===== src/rtl/dm_arb_pkg.sv =====
// dm_arb_pkg: shared widths, FSM state and requester id for the two-port data-memory arbiter
package dm_arb_pkg;
  localparam int ADDR_W_DEF = 64;
  localparam int DATA_W_DEF = 64;
  typedef enum logic [1:0] {IDLE, ACCESS, RESP} state_t;
  typedef enum logic {REQ_A, REQ_B} req_id_t;
endpackage


===== src/rtl/dm_arbiter_if.sv =====
// dm_arbiter_if: requester A/B handshakes plus the shared memory port
interface dm_arbiter_if import dm_arb_pkg::*; #(
  parameter int ADDR_W = ADDR_W_DEF,
  parameter int DATA_W = DATA_W_DEF
);
  logic              a_req, a_we, a_gnt, a_done, a_err;
  logic [ADDR_W-1:0] a_addr;
  logic [DATA_W-1:0] a_wdata, a_rdata;
  logic              b_req, b_we, b_gnt, b_done, b_err;
  logic [ADDR_W-1:0] b_addr;
  logic [DATA_W-1:0] b_wdata, b_rdata;
  logic [ADDR_W-1:0] mem_addr;
  logic [DATA_W-1:0] mem_wdata, mem_rdata;
  logic              mem_read, mem_write;
  modport slave (
    input  a_req, a_we, a_addr, a_wdata, b_req, b_we, b_addr, b_wdata, mem_rdata,
    output a_gnt, a_done, a_rdata, a_err, b_gnt, b_done, b_rdata, b_err,
    output mem_addr, mem_wdata, mem_read, mem_write
  );
  modport master (
    output a_req, a_we, a_addr, a_wdata, b_req, b_we, b_addr, b_wdata, mem_rdata,
    input  a_gnt, a_done, a_rdata, a_err, b_gnt, b_done, b_rdata, b_err,
    input  mem_addr, mem_wdata, mem_read, mem_write
  );
endinterface


===== src/rtl/dm_arb_rr.sv =====
// dm_arb_rr: two-way round-robin pick; on a tie the side not granted last wins
module dm_arb_rr import dm_arb_pkg::*; (
  input  logic    a_req,
  input  logic    b_req,
  input  req_id_t last,
  output req_id_t winner
);
  assign winner = (a_req && b_req) ? ((last == REQ_A) ? REQ_B : REQ_A) : (a_req ? REQ_A : REQ_B);
endmodule


===== src/rtl/dm_arbiter.sv =====
// dm_arbiter: IDLE/ACCESS/RESP arbiter sharing one data memory between a CPU port (a) and a debug/DMA port (b).
// Define DM_ARB_ALIGN_CHECK_EN to reject misaligned or out-of-window addresses with err.
module dm_arbiter import dm_arb_pkg::*; #(
  parameter int ADDR_W = ADDR_W_DEF,
  parameter int DATA_W = DATA_W_DEF
) (
  input logic         clock,
  input logic         reset_n,
  dm_arbiter_if.slave bus
);
  state_t            state_q, state_d;
  req_id_t           last_q, last_d, win_q, win_d, sel;
  logic              we_q, we_d;
  logic [ADDR_W-1:0] addr_q, addr_d;
  logic [DATA_W-1:0] wdata_q, wdata_d, a_rdata_q, a_rdata_d, b_rdata_q, b_rdata_d;
  logic              take, cap, bad, acc, rsp;

  dm_arb_rr u_rr (.a_req(bus.a_req), .b_req(bus.b_req), .last(last_q), .winner(sel));

`ifdef DM_ARB_ALIGN_CHECK_EN
  assign bad = (|addr_q[2:0]) | (|addr_q[ADDR_W-1:8]);
`else
  assign bad = 1'b0;
`endif

  always_ff @(posedge clock or negedge reset_n)
    if (!reset_n) state_q <= IDLE;
    else state_q <= state_d;

  always_comb
    state_d = (state_q == IDLE) ? ((bus.a_req || bus.b_req) ? ACCESS : IDLE) :
              (state_q == ACCESS) ? RESP : IDLE;

  always_ff @(posedge clock or negedge reset_n)
    if (!reset_n) begin
      last_q    <= REQ_B;
      win_q     <= REQ_A;
      we_q      <= 1'b0;
      addr_q    <= '0;
      wdata_q   <= '0;
      a_rdata_q <= '0;
      b_rdata_q <= '0;
    end else begin
      last_q    <= last_d;
      win_q     <= win_d;
      we_q      <= we_d;
      addr_q    <= addr_d;
      wdata_q   <= wdata_d;
      a_rdata_q <= a_rdata_d;
      b_rdata_q <= b_rdata_d;
    end

  // requester fields are captured only on the IDLE->ACCESS edge, then ignored
  always_comb begin
    take      = (state_q == IDLE) && (bus.a_req || bus.b_req);
    cap       = (state_q == ACCESS) && !we_q && !bad;
    last_d    = take ? sel : last_q;
    win_d     = take ? sel : win_q;
    we_d      = take ? ((sel == REQ_A) ? bus.a_we : bus.b_we) : we_q;
    addr_d    = take ? ((sel == REQ_A) ? bus.a_addr : bus.b_addr) : addr_q;
    wdata_d   = take ? ((sel == REQ_A) ? bus.a_wdata : bus.b_wdata) : wdata_q;
    a_rdata_d = (cap && win_q == REQ_A) ? bus.mem_rdata : a_rdata_q;
    b_rdata_d = (cap && win_q == REQ_B) ? bus.mem_rdata : b_rdata_q;
  end

  always_comb begin
    acc           = (state_q == ACCESS);
    rsp           = (state_q == RESP);
    bus.a_gnt     = acc && (win_q == REQ_A);
    bus.b_gnt     = acc && (win_q == REQ_B);
    bus.a_done    = rsp && (win_q == REQ_A);
    bus.b_done    = rsp && (win_q == REQ_B);
    bus.a_err     = rsp && (win_q == REQ_A) && bad;
    bus.b_err     = rsp && (win_q == REQ_B) && bad;
    bus.mem_read  = acc && !we_q && !bad;
    bus.mem_write = acc && we_q && !bad;
    bus.mem_addr  = addr_q;
    bus.mem_wdata = wdata_q;
    bus.a_rdata   = a_rdata_q;
    bus.b_rdata   = b_rdata_q;
  end
endmodule


===== src/flat_wrapper.sv =====
// flat-port wrapper written by rule: the top's interface ports become plain ports
module dm_arbiter_flat import dm_arb_pkg::*;
#(
  parameter int ADDR_W = ADDR_W_DEF,
  parameter int DATA_W = DATA_W_DEF
)
  (clock, reset_n, bus_a_req, bus_a_we, bus_a_addr, bus_a_wdata, bus_b_req, bus_b_we, bus_b_addr, bus_b_wdata, bus_mem_rdata, bus_a_gnt, bus_a_done, bus_a_rdata, bus_a_err, bus_b_gnt, bus_b_done, bus_b_rdata, bus_b_err, bus_mem_addr, bus_mem_wdata, bus_mem_read, bus_mem_write);
  dm_arbiter_if #(.ADDR_W(ADDR_W), .DATA_W(DATA_W)) bus_i ();
  input logic clock;
  input logic reset_n;
  input wire logic [$bits(bus_i.a_req)-1:0] bus_a_req;
  input wire logic [$bits(bus_i.a_we)-1:0] bus_a_we;
  input wire logic [$bits(bus_i.a_addr)-1:0] bus_a_addr;
  input wire logic [$bits(bus_i.a_wdata)-1:0] bus_a_wdata;
  input wire logic [$bits(bus_i.b_req)-1:0] bus_b_req;
  input wire logic [$bits(bus_i.b_we)-1:0] bus_b_we;
  input wire logic [$bits(bus_i.b_addr)-1:0] bus_b_addr;
  input wire logic [$bits(bus_i.b_wdata)-1:0] bus_b_wdata;
  input wire logic [$bits(bus_i.mem_rdata)-1:0] bus_mem_rdata;
  output wire logic [$bits(bus_i.a_gnt)-1:0] bus_a_gnt;
  output wire logic [$bits(bus_i.a_done)-1:0] bus_a_done;
  output wire logic [$bits(bus_i.a_rdata)-1:0] bus_a_rdata;
  output wire logic [$bits(bus_i.a_err)-1:0] bus_a_err;
  output wire logic [$bits(bus_i.b_gnt)-1:0] bus_b_gnt;
  output wire logic [$bits(bus_i.b_done)-1:0] bus_b_done;
  output wire logic [$bits(bus_i.b_rdata)-1:0] bus_b_rdata;
  output wire logic [$bits(bus_i.b_err)-1:0] bus_b_err;
  output wire logic [$bits(bus_i.mem_addr)-1:0] bus_mem_addr;
  output wire logic [$bits(bus_i.mem_wdata)-1:0] bus_mem_wdata;
  output wire logic [$bits(bus_i.mem_read)-1:0] bus_mem_read;
  output wire logic [$bits(bus_i.mem_write)-1:0] bus_mem_write;
  assign bus_i.a_req = bus_a_req;
  assign bus_i.a_we = bus_a_we;
  assign bus_i.a_addr = bus_a_addr;
  assign bus_i.a_wdata = bus_a_wdata;
  assign bus_i.b_req = bus_b_req;
  assign bus_i.b_we = bus_b_we;
  assign bus_i.b_addr = bus_b_addr;
  assign bus_i.b_wdata = bus_b_wdata;
  assign bus_i.mem_rdata = bus_mem_rdata;
  assign bus_a_gnt = bus_i.a_gnt;
  assign bus_a_done = bus_i.a_done;
  assign bus_a_rdata = bus_i.a_rdata;
  assign bus_a_err = bus_i.a_err;
  assign bus_b_gnt = bus_i.b_gnt;
  assign bus_b_done = bus_i.b_done;
  assign bus_b_rdata = bus_i.b_rdata;
  assign bus_b_err = bus_i.b_err;
  assign bus_mem_addr = bus_i.mem_addr;
  assign bus_mem_wdata = bus_i.mem_wdata;
  assign bus_mem_read = bus_i.mem_read;
  assign bus_mem_write = bus_i.mem_write;
  dm_arbiter #(.ADDR_W(ADDR_W), .DATA_W(DATA_W)) u_core (.clock(clock), .reset_n(reset_n), .bus(bus_i));
endmodule

===== config.mk =====
export PLATFORM = sky130hd
export DESIGN_NAME = dm_arbiter_flat
export DESIGN_NICKNAME = d
export VERILOG_FILES = /design/src/rtl/dm_arb_pkg.sv /design/src/rtl/dm_arbiter_if.sv /design/src/rtl/dm_arb_rr.sv /design/src/rtl/dm_arbiter.sv /design/src/flat_wrapper.sv
export SDC_FILE = /design/constraint.sdc
export NUM_CORES = 1
export LEC_CHECK = 0
export BUFFER_PORTS_ARGS = -buffer_cell sky130_fd_sc_hd__buf_2
export CAP_MARGIN = 20
export CORE_AREA = 3 3 228 230
export DETAILED_ROUTE_END_ITERATION = 8
export DIE_AREA = 0 0 231 233
export MAX_ROUTING_LAYER = met4
export PLACE_DENSITY = 0.51
export SLEW_MARGIN = 5
export SYNTH_ARGS = -nofsm -noshare
export SYNTH_HDL_FRONTEND = slang
export SYNTH_HIERARCHICAL = 1
export SYNTH_SLANG_ARGS = --single-unit

===== constraint.sdc =====
create_clock -name clock -period 1.8 [get_ports clock]
set_input_delay 0.36 -clock clock [delete_from_list [all_inputs] [get_ports clock]]
set_output_delay 0.36 -clock clock [all_outputs]
set_load 0.01 [all_outputs]

-- After elaboration in Yosys (flattened, before gate mapping)
Index checks and enable logic that the tools add are counted.
- reduce and logical (&&, ||, !) cells: 13
- equal/unequal tests: 2
- muxes and demuxes: 9
- bitwise logic cells: 1
- operator list (cell ; count):
    two-way mux 64 bit ; 2
    logical AND 1 bit ; 10
    two-way mux 1 bit ; 5
    two-way mux 2 bit ; 2
    equality test 2 x 1 -> 1 bit (second input constant) ; 1
    equality test 2 bit (second input constant) ; 1
    logical NOT 2 bit ; 1
    logical NOT 1 bit ; 1
    logical OR 1 bit ; 1
    inverter 1 bit ; 1
- input port bits: 326
- register bits: 261
- word-level logic and storage cells: 33
- output and inout bits: 264

-- Depth between registers and ports, before layout
- word-level depth: 3
- mapped depth: 7
- depth with buffers taken out: 4

-- Modules after synthesis
The synthesis kept the hierarchy.
- by module, submodules not included (module ; area an instance (µm²) ; sequential area each (µm²) ; times used ; cells an instance):
    dm_arbiter ; 11302.1 ; 6532.5 ; 1 ; 706
    dm_arb_rr ; 12.5 ; 0.0 ; 1 ; 2

-- Worst setup path before layout
No wires, ideal clock.
- path type: input -> register
- start point: in bus_b_req
- end point: reg u_core.wdata_q[20] (netlist: u_core/bus.mem_wdata[20])
- cell stages on the path: 7
- path slack: 42 ps
- arrival: 1633 ps
- path buffers: 3
- cell sequence: inv_1 > o21ai_2 > clkbuf_1 > buf_2 > buf_2 > mux2_2 > mux2_2
- word-level cells in the longest chain between the ends: 3
- elaborated cells between the ends (all ways): 5
- those cells by class: mux: 2; reduce/logical: 3
- ends and longest elaborated chain (what ; RTL line ; source):
    from (decl) ; flat_wrapper.sv:15 ; input wire logic [$bits(bus_i.b_req)-1:0] bus_b_req;
    logical AND 1 bit ; dm_arb_rr.sv:8 ; assign winner = (a_req && b_req) ? ((last == REQ_A) ? REQ_B : REQ_A) : (a_req ? REQ_A : REQ_B);
    two-way mux 1 bit ; dm_arb_rr.sv:8 ;
    net u_core.sel ; dm_arbiter.sv:12 ; req_id_t last_q, last_d, win_q, win_d, sel;
    two-way mux 64 bit ; dm_arbiter.sv:61 ; wdata_d = take ? ((sel == REQ_A) ? bus.a_wdata : bus.b_wdata) : wdata_q;
    to (signal assigned) ; dm_arbiter.sv:48 ; wdata_q <= wdata_d;
    to (decl) ; dm_arbiter.sv:15 ; logic [DATA_W-1:0] wdata_q, wdata_d, a_rdata_q, a_rdata_d, b_rdata_q, b_rdata_d;
The timed path passes the listed nets, and every way through them passes these cells.
A chain may end at the register's enable or synchronous reset.

-- Final worst setup path
- start point: reg u_core.state_q[1]
- end point: out bus_b_gnt
- word-level cells in the longest chain between the ends: 2
- ends and longest elaborated chain (what ; RTL line ; source):
    from (decl) ; dm_arbiter.sv:11 ; state_t state_q, state_d;
    from (signal assigned) ; dm_arbiter.sv:28 ; else state_q <= state_d;
    equality test 2 x 1 -> 1 bit ; dm_arbiter.sv:67 ; acc = (state_q == ACCESS);
    logical AND 1 bit ; dm_arbiter.sv:70 ; bus.b_gnt = acc && (win_q == REQ_B);
    to (decl) ; flat_wrapper.sv:24 ; output wire logic [$bits(bus_i.b_gnt)-1:0] bus_b_gnt;
No other way between the ends.

==> results.toml <==
[timing]
period_share = 1.03
drv_slew = 0
max_freq_ghz = 0.539
hold_viol_final = 0
tightest_slew_ns = 0.509
fin_skew_ns = 0.0126
slew_headroom = 0.660
period_needed_ns = 1.85
setup_viol = 2
rsz0062_at_grt = "yes"
layout_setup_ws_ns = -0.0548

[hold_path]
hp-start = "bus_mem_rdata[29]"
hp-class = "input port to flip-flop"

[routing]
dr.pass1.iters = 4
drtIter0Drc = 208
wl_per_cell_um = 17.1
drc_errors = 0
vias = 8456
top_layer = "met4"
met2WireLength_um = 18500
wl_met1_um = 13000
vias_per_cell = 4.04
wl_met3_um = 3170
routed_wl_um = 35800
antenna_left = 0

[die]
fp.dieW_um = 231
core_um2 = 50100
rows = 82
chipHeight_um = 233
dieArea_um2 = 53800
ios = 590
start_util = 0.226

[synthesis]
synthesis.area_um2 = 11300
async_reset_ff_frac = 1.00
synth_edf_count = 0
ys_ff_latch = 261
ys_seq_area_frac = 0.577
avgSynthCellArea_um2 = 16.0
ys.flop_type = "dfrtp_1"
synth_area_leaders = "dfrtp_1, mux2_2, buf_6"
syn_inst = 708
ys_top_cells_by_count = "mux2_2, dfrtp_1, buf_2"
synth_cell_types = 19
yosysTopAreaCell = "dfrtp_1"
yosys.area.top_type_share = 0.575
yosysWarnings = 6
synth.most_common_cell = "mux2_2"

[critical_path]
worstPathRequired_ns = 1.44
crit_start = "u_core/state_q[1]$_DFF_PN0_"
start_kind = "flip-flop"
worstPathArrival_ns = 1.49
end_kind = "output pin"
r2r-start = "u_core/state_q[1]$_DFF_PN0_"
worst-path-max-fanout = 3
critical_path_class = "flip-flop to output pin"

[power]
irDropWorstVdd_uv = 954
p_leak_uw = 0.00807
pwr_density_cell_nw_per_um2 = 1680

[cts]
htree_levels = 1
cts.path.max_buffers = 3
cts.reportedPaths.clkPinSlew_ns = 0.06
cts_buffers = 29
clock-sinks = 261
root_buffer = "clkbuf_16"
clk_latency_ns = 0.56
cts_tree = "done"

[layout]
syn2layout_area_growth_pct = 50.3
design_area_um2 = 17000
fillCellCount = 5078
nets = 1725
drive_gt1_frac = 0.776

[job]
maxCapViolations = 0

[global_route]
grt_usage = 0.129
grt_pass1_wl_um = 53300
grt_max_degree = 52
antenna_found_initial = 3
overflow = 0
grt_pass1_vias = 9377

[status]
violations = "negative setup slack"
status = "finished with violations"

[placed_design]
dpl_cell_area_um2 = 15600
io_buffers = 587
place_congestion = 0.793
dp_slack_ns = -0.0774
hpwlAfterDp_um = 28500
## worst paths after layout
path,to,slack [ns],cells after the start
setup reg to reg,u_core/bus.b_rdata[45]$_DFFE_PN0P_,0.03,5
hold / removal,u_core/bus.a_rdata[29]$_DFFE_PN0P_,0.05,2
max in group asynchronous,u_core/bus.mem_wdata[60]$_DFFE_PN0P_,0.83,3
hold reg to reg,u_core/bus.a_rdata[13]$_DFFE_PN0P_,0.48,1
setup / recovery,bus_b_gnt,-0.05,5
min in group asynchronous,u_core/bus.b_rdata[33]$_DFFE_PN0P_,0.31,2
## per-stage QoR
| stage | instances | hold WS, ns | util | TNS, ns | total power [µW] |
|---|---|---|---|---|---|
| floorplan | 709 | 0.0644 | - | 0 | 17200 |
| global placement | 1997 | 0.335 | 0.312 | -2.53 | 22900 |
| detailed placement | 1997 | 0.339 | 0.312 | -2.50 | 23100 |
| CTS | 2087 | 0.000129 | 0.339 | -0.341 | 29200 |
| global route | 2091 | 0.0141 | 0.340 | -2.51 | 30500 |
| finish | 2091 | 0.0470 | 0.340 | -0.107 | 28700 |
## per-layer routing
metal / vias to the layer above / GRT usage
met4: 0 / 0.0360
met1: 4116 / 0.136
met2: 359 / 0.232
met3: 52 / 0.0414
met5: - / -
li1: 3929 / -
## report_power, final
part / leakage [µW] / total, µW / internal (µW) / switching [µW]
sequential: 0.00308 / 10500 / 8920 / 1560
clock: 0.000450 / 5740 / 3410 / 2330
combinational: 0.00454 / 12400 / 6770 / 5670
total: 0.00807 / 28700 / 19100 / 9550
## registers in the layout (all words and copies together) (netlist names)
signal,count
u_core/bus.a_rdata,64
u_core/bus.b_rdata,64
u_core/bus.mem_addr,64
u_core/bus.mem_wdata,64
u_core/last_q,1
u_core/state_q,2
u_core/we_q,1
u_core/win_q,1
## worst max-delay path, cell delays in order (launching register included)
cell	delay [ns]
dfrtp_1	0.38
nand2b_4	0.16
buf_6	0.12
inv_4	0.05
and2_4	0.13
buf_6	0.10
## logic make-up (layout without fill, tap and decap cells)
family / after synthesis / count (layout) / share of synthesized area
other cells: 1 / 5 / 0.000331
flops: 261 / 261 / 0.577
simple gates: 11 / 11 / 0.00708
compound gates: 1 / 1 / 0.000774
buf+inv: 46 / 753 / 0.0283
mux: 388 / 388 / 0.386
## layout make-up
cell class / instances / area (µm²) / share of cell area
Sequential cell: 261 / 6540 / 0.384
Multi-Input combinational cell: 402 / 4500 / 0.264
Timing Repair Buffer: 703 / 4210 / 0.247
Tap cell: 672 / 841 / 0.0494
Clock buffer: 41 / 821 / 0.0483
Clock inverter: 7 / 88.8 / 0.00522
Inverter: 2 / 10.0 / 0.000588
Antenna cell: 3 / 7.51 / 0.000441
## timing repair
item                                    in CTS  in global routing
buffers inserted                             2                  1
hold buffers                                40                  0
pin swaps                                    0                  1
endpoints found under the hold margin      103                  0
gates resized for setup                     12                  2
endpoints found under the setup margin      64                 46
## layout by cell type (no fill, tap or decap), drive strengths merged
| master | instances |
|---|---|
| nor2 | 3 |
| bufinv | 2 |
| inv | 3 |
| nor3b | 2 |
| dfstp | 1 |
| and2 | 2 |
| buf | 663 |
| mux2 | 388 |
| nand2b | 1 |
| diode | 3 |
| conb | 2 |
| clkbuf | 41 |
| dfrtp | 260 |
| o21ai | 1 |
| clkinv | 4 |
| and3b | 1 |
| nor3 | 2 |
| dlygate4sd3 | 40 |
Note: power is estimated with default switching activity, not from simulation.
